===== src/rtl/operand_fetch.sv =====
// operand_fetch: LEGv8 ID-side operand stage feeding the ID/EX register.
// Drives the regfile read addresses, merges same-cycle writeback bypass,
// forces XZR operands to zero and inserts one bubble per load-use pair.
// Optional build macro OPFETCH_STATS_EN adds saturating stall/flush counters.
module operand_fetch #(
  parameter int unsigned WIDTH    = 64,
  parameter int unsigned ZERO_REG = 31
) (
  input  logic             clk,
  input  logic             reset,
  input  logic             valid_d,
  input  logic [31:0]      instr_d,
  input  logic [63:0]      pc_d,
  input  logic             reg2loc_d,
  input  logic             memread_d,
  output logic [4:0]       ra1,
  output logic [4:0]       ra2,
  input  logic [WIDTH-1:0] rd1,
  input  logic [WIDTH-1:0] rd2,
  input  logic             wb_we,
  input  logic [4:0]       wb_wa,
  input  logic [WIDTH-1:0] wb_wd,
  input  logic             flush_e,
  output logic             stall_d,
  output logic             valid_e,
  output logic [31:0]      instr_e,
  output logic [63:0]      pc_e,
  output logic [WIDTH-1:0] opa_e,
  output logic [WIDTH-1:0] opb_e,
  output logic [4:0]       rd_e,
  output logic             memread_e
`ifdef OPFETCH_STATS_EN
  ,
  output logic [31:0]      stall_count,
  output logic [31:0]      flush_count
`endif
);

  localparam logic [4:0] ZR = 5'(ZERO_REG);

  logic             valid_e_q, valid_e_d;
  logic [31:0]      instr_e_q, instr_e_d;
  logic [63:0]      pc_e_q, pc_e_d;
  logic [WIDTH-1:0] opa_e_q, opa_e_d;
  logic [WIDTH-1:0] opb_e_q, opb_e_d;
  logic [4:0]       rd_e_q, rd_e_d;
  logic             memread_e_q, memread_e_d;

  logic [WIDTH-1:0] opa_next, opb_next;
  logic             hz;

  // Source register addresses straight from the ID instruction
  assign ra1 = instr_d[9:5];
  assign ra2 = reg2loc_d ? instr_d[4:0] : instr_d[20:16];

  // Operand select: XZR reads zero, else writeback bypass, else regfile
  always_comb begin
    opa_next = rd1;
    opb_next = rd2;
    if (ra1 == ZR) begin
      opa_next = '0;
    end else if (wb_we && (wb_wa == ra1)) begin
      opa_next = wb_wd;
    end
    if (ra2 == ZR) begin
      opb_next = '0;
    end else if (wb_we && (wb_wa == ra2)) begin
      opb_next = wb_wd;
    end
  end

  // Load-use hazard against the load currently in EX
  assign hz = valid_d && valid_e_q && memread_e_q && (rd_e_q != ZR) &&
              ((rd_e_q == ra1) || (rd_e_q == ra2));
  assign stall_d = hz && !flush_e;

  // ID/EX next state: flush beats bubble beats normal advance
  always_comb begin
    valid_e_d   = valid_e_q;
    instr_e_d   = instr_e_q;
    pc_e_d      = pc_e_q;
    opa_e_d     = opa_e_q;
    opb_e_d     = opb_e_q;
    rd_e_d      = rd_e_q;
    memread_e_d = memread_e_q;
    if (flush_e) begin
      valid_e_d   = 1'b0;
      memread_e_d = 1'b0;
    end else if (hz) begin
      valid_e_d   = 1'b0;
      memread_e_d = 1'b0;
      rd_e_d      = ZR;
    end else begin
      valid_e_d   = valid_d;
      memread_e_d = memread_d && valid_d;
      instr_e_d   = instr_d;
      pc_e_d      = pc_d;
      opa_e_d     = opa_next;
      opb_e_d     = opb_next;
      rd_e_d      = instr_d[4:0];
    end
  end

  // ID/EX pipeline register
  always_ff @(posedge clk or posedge reset) begin
    if (reset) begin
      valid_e_q   <= 1'b0;
      instr_e_q   <= '0;
      pc_e_q      <= '0;
      opa_e_q     <= '0;
      opb_e_q     <= '0;
      rd_e_q      <= ZR;
      memread_e_q <= 1'b0;
    end else begin
      valid_e_q   <= valid_e_d;
      instr_e_q   <= instr_e_d;
      pc_e_q      <= pc_e_d;
      opa_e_q     <= opa_e_d;
      opb_e_q     <= opb_e_d;
      rd_e_q      <= rd_e_d;
      memread_e_q <= memread_e_d;
    end
  end

  assign valid_e   = valid_e_q;
  assign instr_e   = instr_e_q;
  assign pc_e      = pc_e_q;
  assign opa_e     = opa_e_q;
  assign opb_e     = opb_e_q;
  assign rd_e      = rd_e_q;
  assign memread_e = memread_e_q;

`ifdef OPFETCH_STATS_EN
  logic [31:0] stall_count_q, stall_count_d;
  logic [31:0] flush_count_q, flush_count_d;

  // Saturating event counters
  always_comb begin
    stall_count_d = stall_count_q;
    flush_count_d = flush_count_q;
    if (stall_d && (stall_count_q != 32'hFFFF_FFFF)) begin
      stall_count_d = stall_count_q + 32'd1;
    end
    if (flush_e && (flush_count_q != 32'hFFFF_FFFF)) begin
      flush_count_d = flush_count_q + 32'd1;
    end
  end

  // Counter registers
  always_ff @(posedge clk or posedge reset) begin
    if (reset) begin
      stall_count_q <= '0;
      flush_count_q <= '0;
    end else begin
      stall_count_q <= stall_count_d;
      flush_count_q <= flush_count_d;
    end
  end

  assign stall_count = stall_count_q;
  assign flush_count = flush_count_q;
`endif

endmodule


===== config.mk =====
export PLATFORM = sky130hd
export DESIGN_NAME = operand_fetch
export DESIGN_NICKNAME = d
export VERILOG_FILES = /design/src/rtl/operand_fetch.sv
export SDC_FILE = /design/constraint.sdc
export NUM_CORES = 1
export LEC_CHECK = 0
export CORE_AREA = 2 2 212 214
export DETAILED_ROUTE_END_ITERATION = 12
export DIE_AREA = 0 0 214 216
export PLACE_DENSITY = 0.55
export REMOVE_ABC_BUFFERS = 1
export SYNTH_ARGS = -nofsm -noshare
export SYNTH_HDL_FRONTEND = slang
export SYNTH_SLANG_ARGS = --single-unit

===== constraint.sdc =====
create_clock -name clk -period 8.4 [get_ports clk]
set_input_delay 1.68 -clock clk [delete_from_list [all_inputs] [get_ports clk]]
set_output_delay 1.68 -clock clk [all_outputs]
set_load 0.02 [all_outputs]

# Word-level counts from Yosys, hierarchy flattened

Index checks and enable logic that the tools add are counted.
W data, S select, Z words.

Bits in registers: 231
Bits in latches: 0
Bits in writable memories: 0
ROM bits: 0
Input port bits: 300
Output and inout bits: 242
Word-level logic and storage cells: 37
Memories kept: 0

$add $sub $neg: 0
Multiply operators: 0
Divide/modulo/power cells: 0
Magnitude comparators: 0
Eq/ne operators: 7
Shift operators: 0
Multiplexer cells: 10
Bitwise gates (word level): 2
Reduce and logical (&&, ||, !) cells: 11

Operators with widths:

| kind                 | number |
|---|---|
| $mux W64             | 4 |
| $eq A5 B5 Y1         | 4 |
| $eq A5 B5 Y1 const B | 2 |
| $mux W5              | 2 |
| $logic_and A1 B1 Y1  | 8 |
| $ne A5 B5 Y1 const B | 1 |
| $mux W1              | 4 |
| $not A1 Y1           | 2 |
| $reduce_and A2 Y1    | 1 |
| $logic_not A1 Y1     | 1 |
| $logic_or A1 B1 Y1   | 1 |

# Logic depth before layout (Yosys ltp)

Gate-level depths: netlist of the first run.

Word-level depth: 6
Depth in mapped cells: 11
Mapped depth without buffers: 6

# Worst setup path after synthesis of the first run

Ideal clock, no wire load.

Path type: input to output
From: in reg2loc_d
To: out stall_d
Arrival: 3.049 ns
Data required time: 6.720 ns
Slack: 3.671 ns
Cell stages on the path: 6
Buffers on the path: 1
Cell sequence: buf_4 > mux2i_2 > xnor2_1 > nor3_2 > a22oi_1 > nor3b_1

Cells in the longest elaborated chain, start to end: 5

RTL lines:

| what                | line | RTL |
|---|---|---|
| from (decl)         | 14   | `input logic reg2loc_d,` |
| $mux W5             | 54   | `assign ra2 = reg2loc_d ? instr_d[4:0] : instr_d[20:16];` |
| $eq A5 B5 Y1        | 74   | `((rd_e_q == ra1) \|\| (rd_e_q == ra2));` |
| $logic_or A1 B1 Y1  | 74   |  |
| $logic_and A1 B1 Y1 | 73   | `assign hz = valid_d && valid_e_q && memread_e_q && (rd_e_q != ZR) &&` |
| $logic_and A1 B1 Y1 | 75   | `assign stall_d = hz && !flush_e;` |
| to (decl)           | 24   | `output logic stall_d,` |

No other way between the ends.

# Final worst setup path of the first run

Same ends and word-level chain as after synthesis.

==> summary.txt, run 1 <==
Synth
  – Avg Inst Size Synth: between 10 and 15 µm²
  – Synthesized area: 0.0104 mm²
  – Ys Warns: 0
  – Post-synthesis sequential area ratio: 55.7%
  – Post-Syn Instances: 845
  – Synth Register Bits: around 230
  – Synth cell types: 32

Final layout
  – Final net count: 1,657
  – Design area: 0.0171 mm²
  – Commonest non-fill, non-tap cells in the layout: clkdlybuf4s50_1 (541), dfrtp_1 (226), mux2i_1 (132)
  – Fraction of layout cells with a size suffix above 1: 11.6%
  – Final core utilization: between 30% and 40%
  – Layout area overhead: 64.1%
  – Most common cell after layout, fill and taps aside: clkdlybuf4s50_1
  – Fin cells: 1,969
  – # fillers: around 4,300

Clock network
  – Clock transition at path regs: 60 ps
  – Post-CTS Setup Repair Bufs: 0
  – Root Driver: clkbuf_16
  – Worst skew pair latency: 550 ps
  – CTS max path bufs: 3
  – H-tree Lvls: 1
  – CTS tree: built
  – Number of CTS-inserted buffers: 28
  – Post_cts resized: 0
  – Hold-fix buffers at CTS: 0
  – TritonCTS Sinks: between 200 and 250

Place
  – Place WS: ~2600 ps
  – HPWL after DPL: 28,000 µm
  – DP Cell Count: 1,919
  – IO buf count: around 540
  – GP Congestion: 0.825
  – Placed cell area: 0.0162 mm²

Setup path
  – Crit start category: input pin
  – Critical Path AT: 4060 ps
  – Max FO, Critical Path: 5
  – Worst Path Required: around 6700 ps
  – Worst setup EP type: output port
  – Critical Setup Path Class: input pin to output port

Floorplan
  – Std cell rows: 77
  – Core area: 0.0438 mm²
  – Die extent in x: around 210 µm
  – Die height: 216 µm
  – IO Count: about 540
  – Starting density of the core: between 20% and 30%
  – Die ar.: around 0.046 mm²

Timing
  – Final hold vios: 0
  – Slew @ Worst Pin: 989 ps
  – Tcrit/Tclk final: 68.3%
  – Fin Hold WS: 473 ps
  – Clk_skew: roughly 14 ps
  – Relative slew slack: 34.1%
  – Fmax: ~170 MHz
  – Tmin final: 5740 ps
  – Setup-failing EPs final: 0
  – RSZ-0062 raised after global routing: false
  – Slew Viols, Final: 0
  – Post-route worst setup slack: around 2700 ps

Global route
  – Number of global-route vias before repair: 9,113
  – Overflow after GRT: 0
  – First-pass GRT wire length: 58,200 µm
  – Largest net degree at the start of global routing: between 150 and 200
  – Initial antenna violation count: 2
  – Gr usage total: roughly 16%

Detailed routing
  – Total Wirelength: 38,400 µm
  – Vias/cell: about 4.3
  – Drt wl/cell: ~20 µm
  – Vias: around 8,500
  – Starting DRT DRC Count: roughly 380
  – Detailed Routing Iterations Pass 1: 4
  – Final ANT Viol Nets: 0
  – Post-route DRC: 0

Run status
  – Outcome: finished clean

Min path
  – Hold crit path type: flip-flop to flip-flop

Power and ir drop
  – Worst ir drop on vdd: around 0.00013 V
  – Leak Pwr: 7.15 nW
  – PwrDens: approximately 190 mW/mm²

Run
  – Max-cap violations: 0
flip-flops by register name (all words and copies together) (netlist names):
name / count
rd_e: 5
opa_e: 64
memread_e: 1
valid_e: 1
instr_e: 32
opb_e: 64
pc_e: 64
critical path, cell delays in order:
cell and delay [ps]:
clkdlybuf4s50_1 680, mux2i_1 420, xnor2_1 140, nor3_2 200
a22oi_1 110, nor3b_1 180, clkdlybuf4s50_1 650
worst paths after layout:
| kind | start | endpoint | slack, ps | cells after the start |
|---|---|---|---|---|
| min | opa_e[35] | opa_e[35] | 470 | 2 |
| max in group asynchronous | reset | opb_e[31] | 5490 | 3 |
| max | reg2loc_d | stall_d | 2660 | 7 |
| min in group asynchronous | reset | pc_e[61] | 1660 | 2 |
| max reg2reg | rd_e[1] | pc_e[54] | 5140 | 7 |
| min reg2reg | opa_e[35] | opa_e[35] | 470 | 2 |
per-layer routing:
layer	part of all wire, %	up-vias	global-route usage [%]
li1	-	3997	-
met1	40	4133	18.8
met2	50	307	28.8
met3	7.9	38	5.02
met4	1.8	2	3.99
met5	0.034	-	0
Yosys cell counts (all sizes together):
library cell	n	share of area, %
a22oi	1	0.072
nor4	2	0.12
buf	60	4.7
clkbuf	6	0.22
a311o	1	0.096
and2	1	0.060
mux2	96	10
a31o	1	0.084
and3	2	0.12
a21oi	5	0.24
o31ai	64	4.6
nor2	9	0.33
dfstp	5	1.3
o2111a	1	0.11
o21ai	64	3.1
xor2	10	0.84
xnor2	10	0.84
nor3	3	0.19
nor3b	1	0.072
nand2	129	4.7
dfrtp	226	54
mux2i	133	13
inv	12	0.43
nand4	1	0.060
nand3	2	0.096
final cells by class:
| cell class | count | area, µm² | share of cell area (%) |
|---|---|---|---|
| sequential | 231 | 5790 | 33.9 |
| timing repair buffer | 548 | 5490 | 32.2 |
| multi-input combinational | 536 | 4080 | 23.9 |
| clock buffer | 43 | 858 | 5.03 |
| tap | 592 | 741 | 4.34 |
| inverter | 12 | 52.6 | 0.308 |
| clock inverter | 6 | 35.0 | 0.205 |
| antenna | 1 | 2.50 | 0.0147 |
cell families after synthesis:
logic type,Yosys count,share of synthesized area [%]
AO/OA/AOI/OAI,137,8.31
XOR/XNOR,20,1.69
buffers and inverters,78,5.38
flip-flops,231,55.7
multiplexers,229,23.2
AND/OR/NAND/NOR,150,5.71
stage by stage:
step | TNS [ps] | power [mW]
detailed placement | 0 | 2.10
global placement | 0 | 2.09
CTS | 0 | 3.30
floorplan | -236600 | 1.65
finish | 0 | 3.25
global route | 0 | 3.40
power breakdown:
| group | internal (mW) | switching, mW | total (mW) |
|---|---|---|---|
| registers | 1.23 | 0.0609 | 1.29 |
| logic | 0.412 | 0.369 | 0.782 |
| clock network | 0.696 | 0.480 | 1.18 |
| total | 2.34 | 0.911 | 3.25 |
Power figures use the tool's default switching activity.
==> run 2: changes to the inputs <==
==> constraint.sdc (replaced) <==
create_clock -name clk -period 4.85 [get_ports clk]
set_input_delay 0.97 -clock clk [delete_from_list [all_inputs] [get_ports clk]]
set_output_delay 0.97 -clock clk [all_outputs]
set_load 0.02 [all_outputs]
==> run 2 against run 1 <==
- final cell count increased by 0.51%
- total power increased by 77%
- hold slack about the same
- critical path depth unchanged
- clock skew increased by 5.3 ps
- largest power group unchanged
==> summary.txt, run 2 (synthesized netlist as in run 1, its figures left out) <==
Run status
  – Outcome: finished clean

Global route
  – Initial antenna violation count: 1
  – Overflow after GRT: 0
  – Largest net degree at the start of global routing: ~140
  – Number of global-route vias before repair: roughly 9,300
  – Gr usage total: 16.3%
  – First-pass GRT wire length: 58,400 µm

Detailed routing
  – Drt wl/cell: 19.5 µm
  – Vias: around 8,500
  – Routed wl met2: roughly 19,000 µm
  – Detailed Routing Iterations Pass 1: 4
  – Total Wirelength: 38,600 µm
  – Met3 Wirelength: 3050 µm
  – M1 WL: roughly 15,000 µm
  – Final ANT Viol Nets: 0
  – Starting DRT DRC Count: roughly 380
  – Post-route DRC: 0
  – Vias/cell: 4.31
  – Top Layer Used: met4

Power and ir drop
  – PwrDens: 334 mW/mm²
  – Leak Pwr: approximately 7 nW
  – Worst ir drop on vdd: 0.000272 V

Timing
  – Setup-failing EPs final: 0
  – Tcrit/Tclk final: around nine tenths
  – Final hold vios: 0
  – Slew @ Worst Pin: 1020 ps
  – Slew Viols, Final: 0
  – RSZ-0062 raised after global routing: false
  – Setup_tns: 0 ps
  – Clk_skew: 18.8 ps
  – Fmax: approximately 230 MHz
  – Relative slew slack: 32.2%
  – Tmin final: 4340 ps

Setup path
  – Most common cell type on the critical path: clkdlybuf4s50_1
  – Worst setup EP type: output port
  – Crit start category: input pin
  – Worst Path Required: 3880 ps
  – Worst-path cell chain: clkdlybuf4s50_1, mux2i_1, xnor2_1, nor3_2, a22oi_1, nor3b_1, clkdlybuf4s50_1
  – CP bufs+invs: 2
  – Max FO, Critical Path: 5
  – CP max-delay cell: clkdlybuf4s50_1
  – Critical path's largest stage delay: 680 ps
  – Critical Path AT: 3370 ps
  – Worst path top cell family by delay: buffers and inverters
  – Critical Setup Path Class: input pin to output port

Clock network
  – Hold-fix buffers at CTS: 0
  – Worst skew pair latency: 570 ps
  – Post-CTS Setup Repair Bufs: 0
  – TritonCTS Sinks: 231
  – Number of CTS-inserted buffers: 29
  – CTS max path bufs: 3
  – H-tree Lvls: 1
  – Post_cts resized: 0
  – Root Driver: clkbuf_16
  – Clock transition at path regs: 60 ps
  – CTS tree: built

Place
  – DP Cell Count: 1,924
  – GP Congestion: 0.820
  – HPWL after DPL: between 20,000 and 30,000 µm
  – IO buf count: between 500 and 600

Floorplan
  – Core area: 0.0438 mm²
  – Die ar.: 0.0462 mm²
  – Std cell rows: 77
  – IO Count: 542
  – Die extent in x: approximately 210 µm
  – Die height: 216 µm
  – Starting density of the core: 23.7%

Final layout
  – Most common cell after layout, fill and taps aside: clkdlybuf4s50_1
  – Fraction of layout cells with a size suffix above 1: 11.8%
  – Fin cells: 1,979
  – Layout area overhead: 65.4%
  – Commonest non-fill, non-tap cells in the layout: clkdlybuf4s50_1 (541), dfrtp_1 (226), mux2i_1 (132)
  – Final net count: 1,663

Run
  – Max-cap violations: 0

Min path
  – Hold crit path type: flip-flop to flip-flop
run 2: cell count changes in the layout (fill, tap and decap cells not counted), sizes merged:
cell / before / now
clkbuf: 43 / 49
buf: 7 / 12
clkinv: 4 / 2
clkinvlp: 2 / 0
inv: 12 / 14
bufinv: 0 / 1
run 2: worst register-to-register path: stages, from the launching register on:
cell      delay (ps)
dfstp_2          600
nand4_1          160
o2111a_1         310
and3_1           160
a311o_2          440
a31o_4           510
o21ai_0          370
run 2: per-stage QoR:
step	worst slack (ps)	power [mW]	utilization [%]	hold slack, ps	cell area [µm²]
after floorplan	-4550	2.85	-	521	9880
after global placement	525	3.63	37.1	458	16200
after detailed placement	527	3.64	37.1	465	16200
after CTS	514	5.86	39.2	478	17200
after global routing	338	6.02	39.2	495	17200
final	509	5.74	39.2	473	17200
run 2: worst paths after layout:
path | slack, ps | cells past startpoint | to | start
worst min-delay path | 470 | 2 | opa_e[4] | opa_e[4]
min in group asynchronous | 870 | 2 | pc_e[26] | reset
max in group asynchronous | 2940 | 3 | rd_e[4] | reset
worst max register to register | 2240 | 6 | opb_e[61] | rd_e[3]
worst max-delay path | 510 | 7 | stall_d | reg2loc_d
worst min register to register | 470 | 2 | opa_e[4] | opa_e[4]
run 2: where the power goes:
part / switching [mW] / internal [mW]
sequential: 0.107 / 2.12
combinational: 0.643 / 0.718
clock: 0.870 / 1.28
total: 1.62 / 4.12
run 2: area by class of cell:
type	count	area, µm²
multi-input cells	536	4080
clock buffers	49	881
diodes	1	2.50
clock inverters	5	60.1
well taps	592	741
repair buffers	553	5580
fillers	4322	26600
inverters	12	52.6
flip-flops and latches	231	5790
run 2: metal layers:
layer  vias to the layer above  track usage, %
met3                        46            5.38
li1                       4010               -
met4                         0            3.82
met5                         -               0
met1                      4151            19.1
met2                       332            28.6
